<file path="config.mk">
export PLATFORM = sky130hd
export DESIGN_NAME = wb_arbiter
export DESIGN_NICKNAME = d
export VERILOG_FILES = /design/src/rtl/wb_arbiter.sv
export SDC_FILE = /design/constraint.sdc
export NUM_CORES = 1
export LEC_CHECK = 0
export ABC_CLOCK_PERIOD_IN_PS = 2400
export BUFFER_PORTS_ARGS = -buffer_cell sky130_fd_sc_hd__buf_2
export CAP_MARGIN = 10
export CORE_MARGIN = 2
export CORE_UTILIZATION = 25
export DETAILED_ROUTE_END_ITERATION = 16
export GPL_TIMING_DRIVEN = 0
export PLACE_DENSITY = 0.57
export SETUP_SLACK_MARGIN = 0.4
export SYNTH_ARGS = -nofsm -noshare
export SYNTH_HDL_FRONTEND = slang
export SYNTH_SLANG_ARGS = --single-unit
</file>
<file path="constraint.sdc">
create_clock -name clk -period 2.4 [get_ports clk]
set_input_delay 0.72 -clock clk [delete_from_list [all_inputs] [get_ports clk]]
set_output_delay 0.72 -clock clk [all_outputs]
set_load 0.05 [all_outputs]
</file>
<file path="src/rtl/wb_arbiter.sv">
// ============================================================================
//  Module      : wb_arbiter
//  Description : Round-robin arbiter that shares the general-register
//                write-back port among the ALU, load and branch/link units.
//                Valid/ready handshake on the request side, registered
//                write-back outputs, saturating conflict counter.
//  Revision    : 1.0 - initial release
// ============================================================================
`default_nettype none

module wb_arbiter #(
    parameter int W_DATA  = 32,
    parameter int W_RADDR = 4,
    parameter int W_CNT   = 16
) (
    input  logic               clk,
    input  logic               rst,

    input  logic               req0_valid_i,
    input  logic [W_RADDR-1:0] req0_r_i,
    input  logic [W_DATA-1:0]  req0_data_i,
    output logic               req0_ready_o,

    input  logic               req1_valid_i,
    input  logic [W_RADDR-1:0] req1_r_i,
    input  logic [W_DATA-1:0]  req1_data_i,
    output logic               req1_ready_o,

    input  logic               req2_valid_i,
    input  logic [W_RADDR-1:0] req2_r_i,
    input  logic [W_DATA-1:0]  req2_data_i,
    output logic               req2_ready_o,

    output logic               wb_o,
    output logic [W_RADDR-1:0] wb_r_o,
    output logic [W_DATA-1:0]  wb_data_o,
    output logic [1:0]         wb_src_o,

    output logic [W_CNT-1:0]   conflict_cnt_o,
    input  logic               cnt_clr_i
);

    localparam logic [W_CNT-1:0] CNT_MAX = {W_CNT{1'b1}};
    localparam logic [W_CNT-1:0] CNT_ONE = {{(W_CNT-1){1'b0}}, 1'b1};

    // Index of the most recently granted requester; 2 after reset so that
    // requester 0 is searched first.
    logic [1:0]         last_q;

    logic [2:0]         valid;
    logic [2:0]         grant;
    logic [1:0]         grant_idx;
    logic               any_grant;
    logic               conflict;
    logic [W_RADDR-1:0] sel_r;
    logic [W_DATA-1:0]  sel_data;

    assign valid     = {req2_valid_i, req1_valid_i, req0_valid_i};
    assign any_grant = |grant;
    assign conflict  = (valid[0] & valid[1]) | (valid[0] & valid[2]) |
                       (valid[1] & valid[2]);

    // Round-robin search starting just after the last winner; readys are
    // held low while reset is asserted.
    always_comb begin
        grant     = 3'b000;
        grant_idx = 2'd0;
        if (rst) begin
            case (last_q)
                2'd0: begin
                    if      (valid[1]) begin grant = 3'b010; grant_idx = 2'd1; end
                    else if (valid[2]) begin grant = 3'b100; grant_idx = 2'd2; end
                    else if (valid[0]) begin grant = 3'b001; grant_idx = 2'd0; end
                end
                2'd1: begin
                    if      (valid[2]) begin grant = 3'b100; grant_idx = 2'd2; end
                    else if (valid[0]) begin grant = 3'b001; grant_idx = 2'd0; end
                    else if (valid[1]) begin grant = 3'b010; grant_idx = 2'd1; end
                end
                default: begin
                    if      (valid[0]) begin grant = 3'b001; grant_idx = 2'd0; end
                    else if (valid[1]) begin grant = 3'b010; grant_idx = 2'd1; end
                    else if (valid[2]) begin grant = 3'b100; grant_idx = 2'd2; end
                end
            endcase
        end
    end

    // Steer the winner's address and data toward the output register.
    always_comb begin
        sel_r    = req0_r_i;
        sel_data = req0_data_i;
        case (grant_idx)
            2'd1: begin
                sel_r    = req1_r_i;
                sel_data = req1_data_i;
            end
            2'd2: begin
                sel_r    = req2_r_i;
                sel_data = req2_data_i;
            end
            default: begin
                sel_r    = req0_r_i;
                sel_data = req0_data_i;
            end
        endcase
    end

    assign req0_ready_o = grant[0];
    assign req1_ready_o = grant[1];
    assign req2_ready_o = grant[2];

    // Registered write-back stage and round-robin pointer; address, data and
    // source hold their last values when nothing is granted.
    always_ff @(posedge clk or negedge rst) begin
        if (!rst) begin
            wb_o      <= 1'b0;
            wb_r_o    <= '0;
            wb_data_o <= '0;
            wb_src_o  <= 2'd0;
            last_q    <= 2'd2;
        end else begin
            wb_o <= any_grant;
            if (any_grant) begin
                wb_r_o    <= sel_r;
                wb_data_o <= sel_data;
                wb_src_o  <= grant_idx;
                last_q    <= grant_idx;
            end
        end
    end

    // Saturating count of cycles with two or more valid requests; clear wins.
    always_ff @(posedge clk or negedge rst) begin
        if (!rst) begin
            conflict_cnt_o <= '0;
        end else if (cnt_clr_i) begin
            conflict_cnt_o <= '0;
        end else if (conflict && (conflict_cnt_o != CNT_MAX)) begin
            conflict_cnt_o <= conflict_cnt_o + CNT_ONE;
        end
    end

endmodule

`default_nettype wire

</file>
Word-level counts from Yosys, hierarchy flattened
Index checks and enable logic that the tools add are counted.
{ "op_classes": {"addsub": 1, "eq_ne": 4, "n_mux": 23, "bitwise_logic": 5, "reduce_logical": 4} }
{ "op_table": {"columns": ["operator", "count"], "rows": [
  ["one-hot mux 32 bit (2 select lines)", 1],
  ["2-to-1 mux 16 bit", 2],
  ["2-to-1 mux 3 bit", 7],
  ["adder 16 x 1 -> 16 bit (second input constant)", 1],
  ["inequality test 16 bit (second input constant)", 1],
  ["2-to-1 mux 2 bit", 7],
  ["one-hot mux 4 bit (2 select lines)", 1],
  ["one-hot mux 3 bit (2 select lines)", 1],
  ["equality test 2 x 1 -> 1 bit (second input constant)", 2],
  ["one-hot mux 2 bit (2 select lines)", 1],
  ["AND 1 bit", 3],
  ["2-to-1 mux 1 bit", 3],
  ["OR reduction 3 bit", 1],
  ["equality test 2 bit (second input constant)", 1],
  ["zero test 2 bit", 1],
  ["bitwise OR 1 bit", 2],
  ["nonzero test 2 bit", 1],
  ["logical AND 1 bit", 1]
]} }
{ "word_totals": {"reg_bits": 57, "in_bits": 114, "elab_cells": 43} }

Logic depth before layout (Yosys ltp)
{ "depth": {"ltp_word": 7, "mapped_depth": 12, "ltp_nobuf": 9} }

Worst setup path after synthesis
Ideal clock, no wire load.
{ "synth_path": {"path_type": "input port to flip-flop", "from": "input port req2_valid_i", "to": "register wb_data_o[10]", "arrival_time_ns": 2.717, "t_required_ns": 2.317, "slack_ns": -0.400, "path_stages": 12, "path_buffers": 3, "path_cell_list": "buf_2 > nor2b_1 > o22ai_1 > nand3_1 > inv_1 > ha_1 > buf_1 > clkbuf_1 > a22oi_1 > nor2_1 > a21oi_1 > o21ai_0"} }
{ "synth_between": {"word_cells_on_any_way": 18, "classes_between": "eq/ne (2); mux (15); reduce/logical (1)"} }
{ "synth_lines": {"columns": ["item", "line", "text"], "rows": [
  ["start: declaration", "29", "input logic req2_valid_i,"],
  ["2-to-1 mux 3 bit", "76", "if (valid[2]) begin grant = 3'b100; grant_idx = 2'd2; end"],
  ["one-hot mux 3 bit (2 select lines)", "69", "case (last_q)"],
  ["2-to-1 mux 3 bit", "68", "if (rst) begin"],
  ["net req1_ready_o", "27", "output logic req1_ready_o,"],
  ["OR reduction 3 bit", "59", "assign any_grant = |grant;"],
  ["end signal: assignment", "126", "wb_data_o <= sel_data;"],
  ["end: declaration", "36", "output logic [W_DATA-1:0] wb_data_o,"]
]} }
The timed path passes the listed nets, and every way through them passes these cells.
A chain may end at the register's enable or synchronous reset.

Worst setup path after layout
{ "layout_path": {"from": "register last_q[1]", "to": "output port req2_ready_o"} }
{ "layout_between": {"elab_chain_len": 3, "word_cells_on_any_way": 4, "classes_between": "eq/ne (1); mux (2); reduce/logical (1)"} }
{ "layout_rtl": {"columns": ["item", "line", "text"], "rows": [
  ["start: declaration", "48", "logic [1:0] last_q;"],
  ["start signal: assignment", "128", "last_q <= grant_idx;"],
  ["equality test 2 x 1 -> 1 bit / zero test 2 bit (equally long branches)", "69", null],
  ["one-hot mux 3 bit (2 select lines) (*)", "69", null],
  ["2-to-1 mux 3 bit (*)", "68", null],
  ["end: declaration", "32", "output logic req2_ready_o,"]
]} }
Mark *: on every way between the ends. The rest lies on a longest branch, timed or not.

==> results list <==
* Proportion of power drawn by flip-flops and latches: 0.341
- Worst setup path class: reg -> out
* Hold Slack: 0.200 ns
- WP data arrival: 1.47 ns
- All-layer global routing usage: 0.177
- The filler cells instantiated in the layout total 1262.
- Buffers inserted to repair hold after CTS numbered 0.
- Of all cell types, the one taking the most synthesized area is sky130_fd_sc_hd__dfrtp_1.
- The congestion estimate from routability-driven global placement came to 0.839.
- Share of post-route cells with drive strength above 1: 0.512
- Clock power frac: 0.246
- Net count after synthesis: 494
- Largest net degree at the start of global routing: 26
- The die covers 0.0136 mm².
- The path class of the tightest hold or removal check is in -> async.
* Commonest non-fill, non-tap cells in the layout: 167 x sky130_fd_sc_hd__buf_2, 53 x sky130_fd_sc_hd__dfrtp_1, 44 x sky130_fd_sc_hd__nand2_1, 41 x sky130_fd_sc_hd__nor2_1, 38 x sky130_fd_sc_hd__a21oi_1
- For this design the top-level I/O count stands at 172.
* H-tree levels: 2
- For the worst setup path, the data required time is 1.68 ns.
- Inserted Diodes: 0
- In this run, synthesis inferred 0 flip-flops with an integrated enable.
- TritonCTS clock tree: yes
* Pleak: 2.46 nW
- In this run the worst path has a maximum fanout of 5.
* Cell at the root of the clock tree: sky130_fd_sc_hd__clkbuf_16
- Die height: 117 µm
- Die Span X: 117 µm
- Count of unique library cells instantiated by Yosys: 43
* Portion of synthesized cell area occupied by the leading cell type: 0.434
- After floorplanning, the core was divided into 41 placement rows.
- In this run the power density over the cells is 614 mW/mm².
- The first global-routing pass estimated ~19000 µm of wire.
- After clock tree synthesis, the clock-pin slew on the worst setup and hold paths is 0.07 ns.
- Max cap viols: 0
- Nature of the critical path startpoint: register
- Post-Route WL: 11900 µm
- For this block, the initial DRC count from the detailed router was 153.
* Internal power contribution: 2.06 mW
- After detailed routing, the number of remaining DRC violations is 0.
- Dividing the detail-routed wire length by the instance count gives approximately 16 µm.
- STA classifies the critical path endpoint as an output pin.
* Total number of clock tree sinks: 56
- In this run, CTS created clock tree buffers numbering 5.
- The total overflow left after global routing is 0.
- Crit path time final: around 2.2 ns
- Dividing the detail-routed via count by the number of cells gives 4.79.
* Share of the cycle needed by the critical path after routing: 0.913
* Number of warnings reported in the yosys synthesis log: 0
- For the worst-skew pair, the clock arrives at the later sink with an insertion delay of slightly below 0.3 ns.
- In this run the tightest slew margin relative to its limit is 0.648.
* Peak clock frequency supported by timing: 456 MHz
* Remaining number of nets flagged by the antenna check after routing: 0
- For the final database, setup skew stands at 0.0107 ns.
- The number of global-route vias before repair came to 3754.
* Post-synth top flop: sky130_fd_sc_hd__dfrtp_1
- Count of mapped cells out of synthesis: ~380
- The library cell used most frequently in the layout, excluding fill and tap cells, is sky130_fd_sc_hd__buf_2.
* Final max-slew violation count: 0
* Core Box Area: 0.0125 mm²
- Synth-to-layout area growth: 70.2%
* Post-Place Setup Slack: -0.913 ns
* Top post-synthesis cells by area: sky130_fd_sc_hd__dfrtp_1 43%, sky130_fd_sc_hd__a22oi_1 8.5%, sky130_fd_sc_hd__a21oi_1 7.4%, sky130_fd_sc_hd__o21ai_0 5.4%, sky130_fd_sc_hd__nand2_1 5.2%
- The worst path meets setup with about 0.21 ns of slack.
* Combinational cell fraction of total power: 0.413
- The initial utilization of the core area, before any placement, comes to 0.254.
- Unrepaired setup endpoints after global routing: yes
- At the pin with the least slew margin, the transition time is around 0.53 ns.
* Detailed Routing Iterations Pass 1: 4
- Maximum buffer depth of the clock tree: 2
- Detailed placement HPWL: roughly 8400 µm
- Input and output buffers added on the ports amount to 169.
* Post-synthesis register bit count: 56
- In this run the cell area of the synthesized design comes to between 0.003 and 0.004 mm².
- Setup violations remaining at the end of the flow were counted as 0.
- Average cell area after synthesis: 8.42 µm²
- Share of the core filled with cells: 0.432
* Total number of vias: 3586
* Largest voltage drop on the vdd net: about 0.26 mV
* Number of endpoints with negative hold slack in the final report: 0
- Layout net count: 693
- Of the synthesized area, sequential elements account for 0.442.
- Initial antenna violation count: 0
- Async set or reset register ratio after synthesis: 1.00
* Status: finished clean
- Of the total power, the share spent switching nets is 0.380.
- P_sw: 1.26 mW
## routing by layer
| layer | part of all wire | GRT usage | vias to the layer above |
|---|---|---|---|
| li1 | - | - | 1745 |
| met1 | 0.42 | 0.212 | 1690 |
| met2 | 0.50 | 0.323 | 134 |
| met3 | 0.062 | 0.0332 | 17 |
| met4 | 0.020 | 0.0518 | 0 |
| met5 | 0 | 0 | - |
## Yosys cell counts (3+ instances only)
master,n
sky130_fd_sc_hd__mux2_1,5
sky130_fd_sc_hd__clkbuf_1,23
sky130_fd_sc_hd__a22oi_1,36
sky130_fd_sc_hd__nand2_1,44
sky130_fd_sc_hd__nor2b_1,8
sky130_fd_sc_hd__nor2_1,44
sky130_fd_sc_hd__a211oi_1,6
sky130_fd_sc_hd__o21ai_0,34
sky130_fd_sc_hd__or4_1,3
sky130_fd_sc_hd__nand3_1,6
sky130_fd_sc_hd__inv_1,9
sky130_fd_sc_hd__o21ai_1,6
sky130_fd_sc_hd__nand4_2,3
sky130_fd_sc_hd__ha_1,3
sky130_fd_sc_hd__o31ai_1,4
sky130_fd_sc_hd__a21oi_1,47
sky130_fd_sc_hd__or3_1,3
sky130_fd_sc_hd__buf_2,5
sky130_fd_sc_hd__and2_1,4
sky130_fd_sc_hd__dfrtp_1,55
## worst max-delay path, cell delays in order (launching register included)
cell,delay [ns]
sky130_fd_sc_hd__dfstp_2,0.58
sky130_fd_sc_hd__buf_4,0.12
sky130_fd_sc_hd__a21oi_2,0.04
sky130_fd_sc_hd__o211a_4,0.28
sky130_fd_sc_hd__buf_8,0.16
## through the flow
stage	std cells	TNS [ns]	instance area, µm²	power (mW)
after global placement	718	-46.72	4520	2.26
final	748	0	5400	3.31
after floorplan	377	-0.588	3450	1.91
after global routing	748	0	5400	3.48
after detailed placement	719	-31.82	4540	2.28
after CTS	747	0	5330	3.33
## repair_timing
| item | 4_1_cts | 5_1_grt |
|---|---|---|
| pin swaps | 34 | 20 |
| buffers inserted | 12 | 1 |
| cloned | 9 | 0 |
| resized for setup | 79 | 12 |
| endpoints found under the setup margin | 39 | 48 |
## layout make-up
type	instances	area (µm²)	share of cell area
Inverter	9	37.5	0.00695
Timing Repair Buffer	192	1250	0.231
Tap cell	172	215	0.0398
Clock inverter	1	30.0	0.00556
Multi-Input combinational cell	281	1920	0.356
Clock buffer	6	129	0.0239
Buffer	31	414	0.0767
Sequential cell	56	1410	0.260
## sequential cells by signal, indices dropped and copies added (netlist names)
register        count
wb_o                1
last_q              1
conflict_cnt_o     16
wb_src_o            2
wb_data_o          32
wb_r_o              4
## worst paths after layout
check | startpoint | end | slack (ns) | cells past startpoint
setup / recovery | last_q[1] | req2_ready_o | 0.21 | 4
hold / removal | rst | wb_src_o[0] | 0.20 | 1
setup reg to reg | last_q[1] | wb_data_o[28] | 0.25 | 11
hold reg to reg | wb_data_o[2] | wb_data_o[2] | 0.48 | 2
max in group asynchronous | rst | wb_data_o[10] | 1.59 | 3
min in group clk | wb_data_o[2] | wb_data_o[2] | 0.48 | 2
## cells by family (layout without fill, tap and decap cells)
logic type               count (synthesis)  count (layout)  synth area share
flip-flops                              56              56             0.442
buffers and inverters                   40             239            0.0528
AND/OR/NAND/NOR                        127             127             0.191
adder cells (fa/ha/maj)                  4               4            0.0154
multiplexers                             8               8            0.0280
AO/OA/AOI/OAI                          142             142             0.271
## power by group through the flow
stage               combinational [mW]  clock (mW)  sequential [mW]
finish                            1.37       0.815             1.13
global route                      1.46       0.874             1.15
CTS                               1.35       0.847             1.13
detailed placement                1.14           0             1.15
global placement                  1.12           0             1.14
floorplan                        0.388           0             1.52
Note: power is estimated with default switching activity, not from simulation.
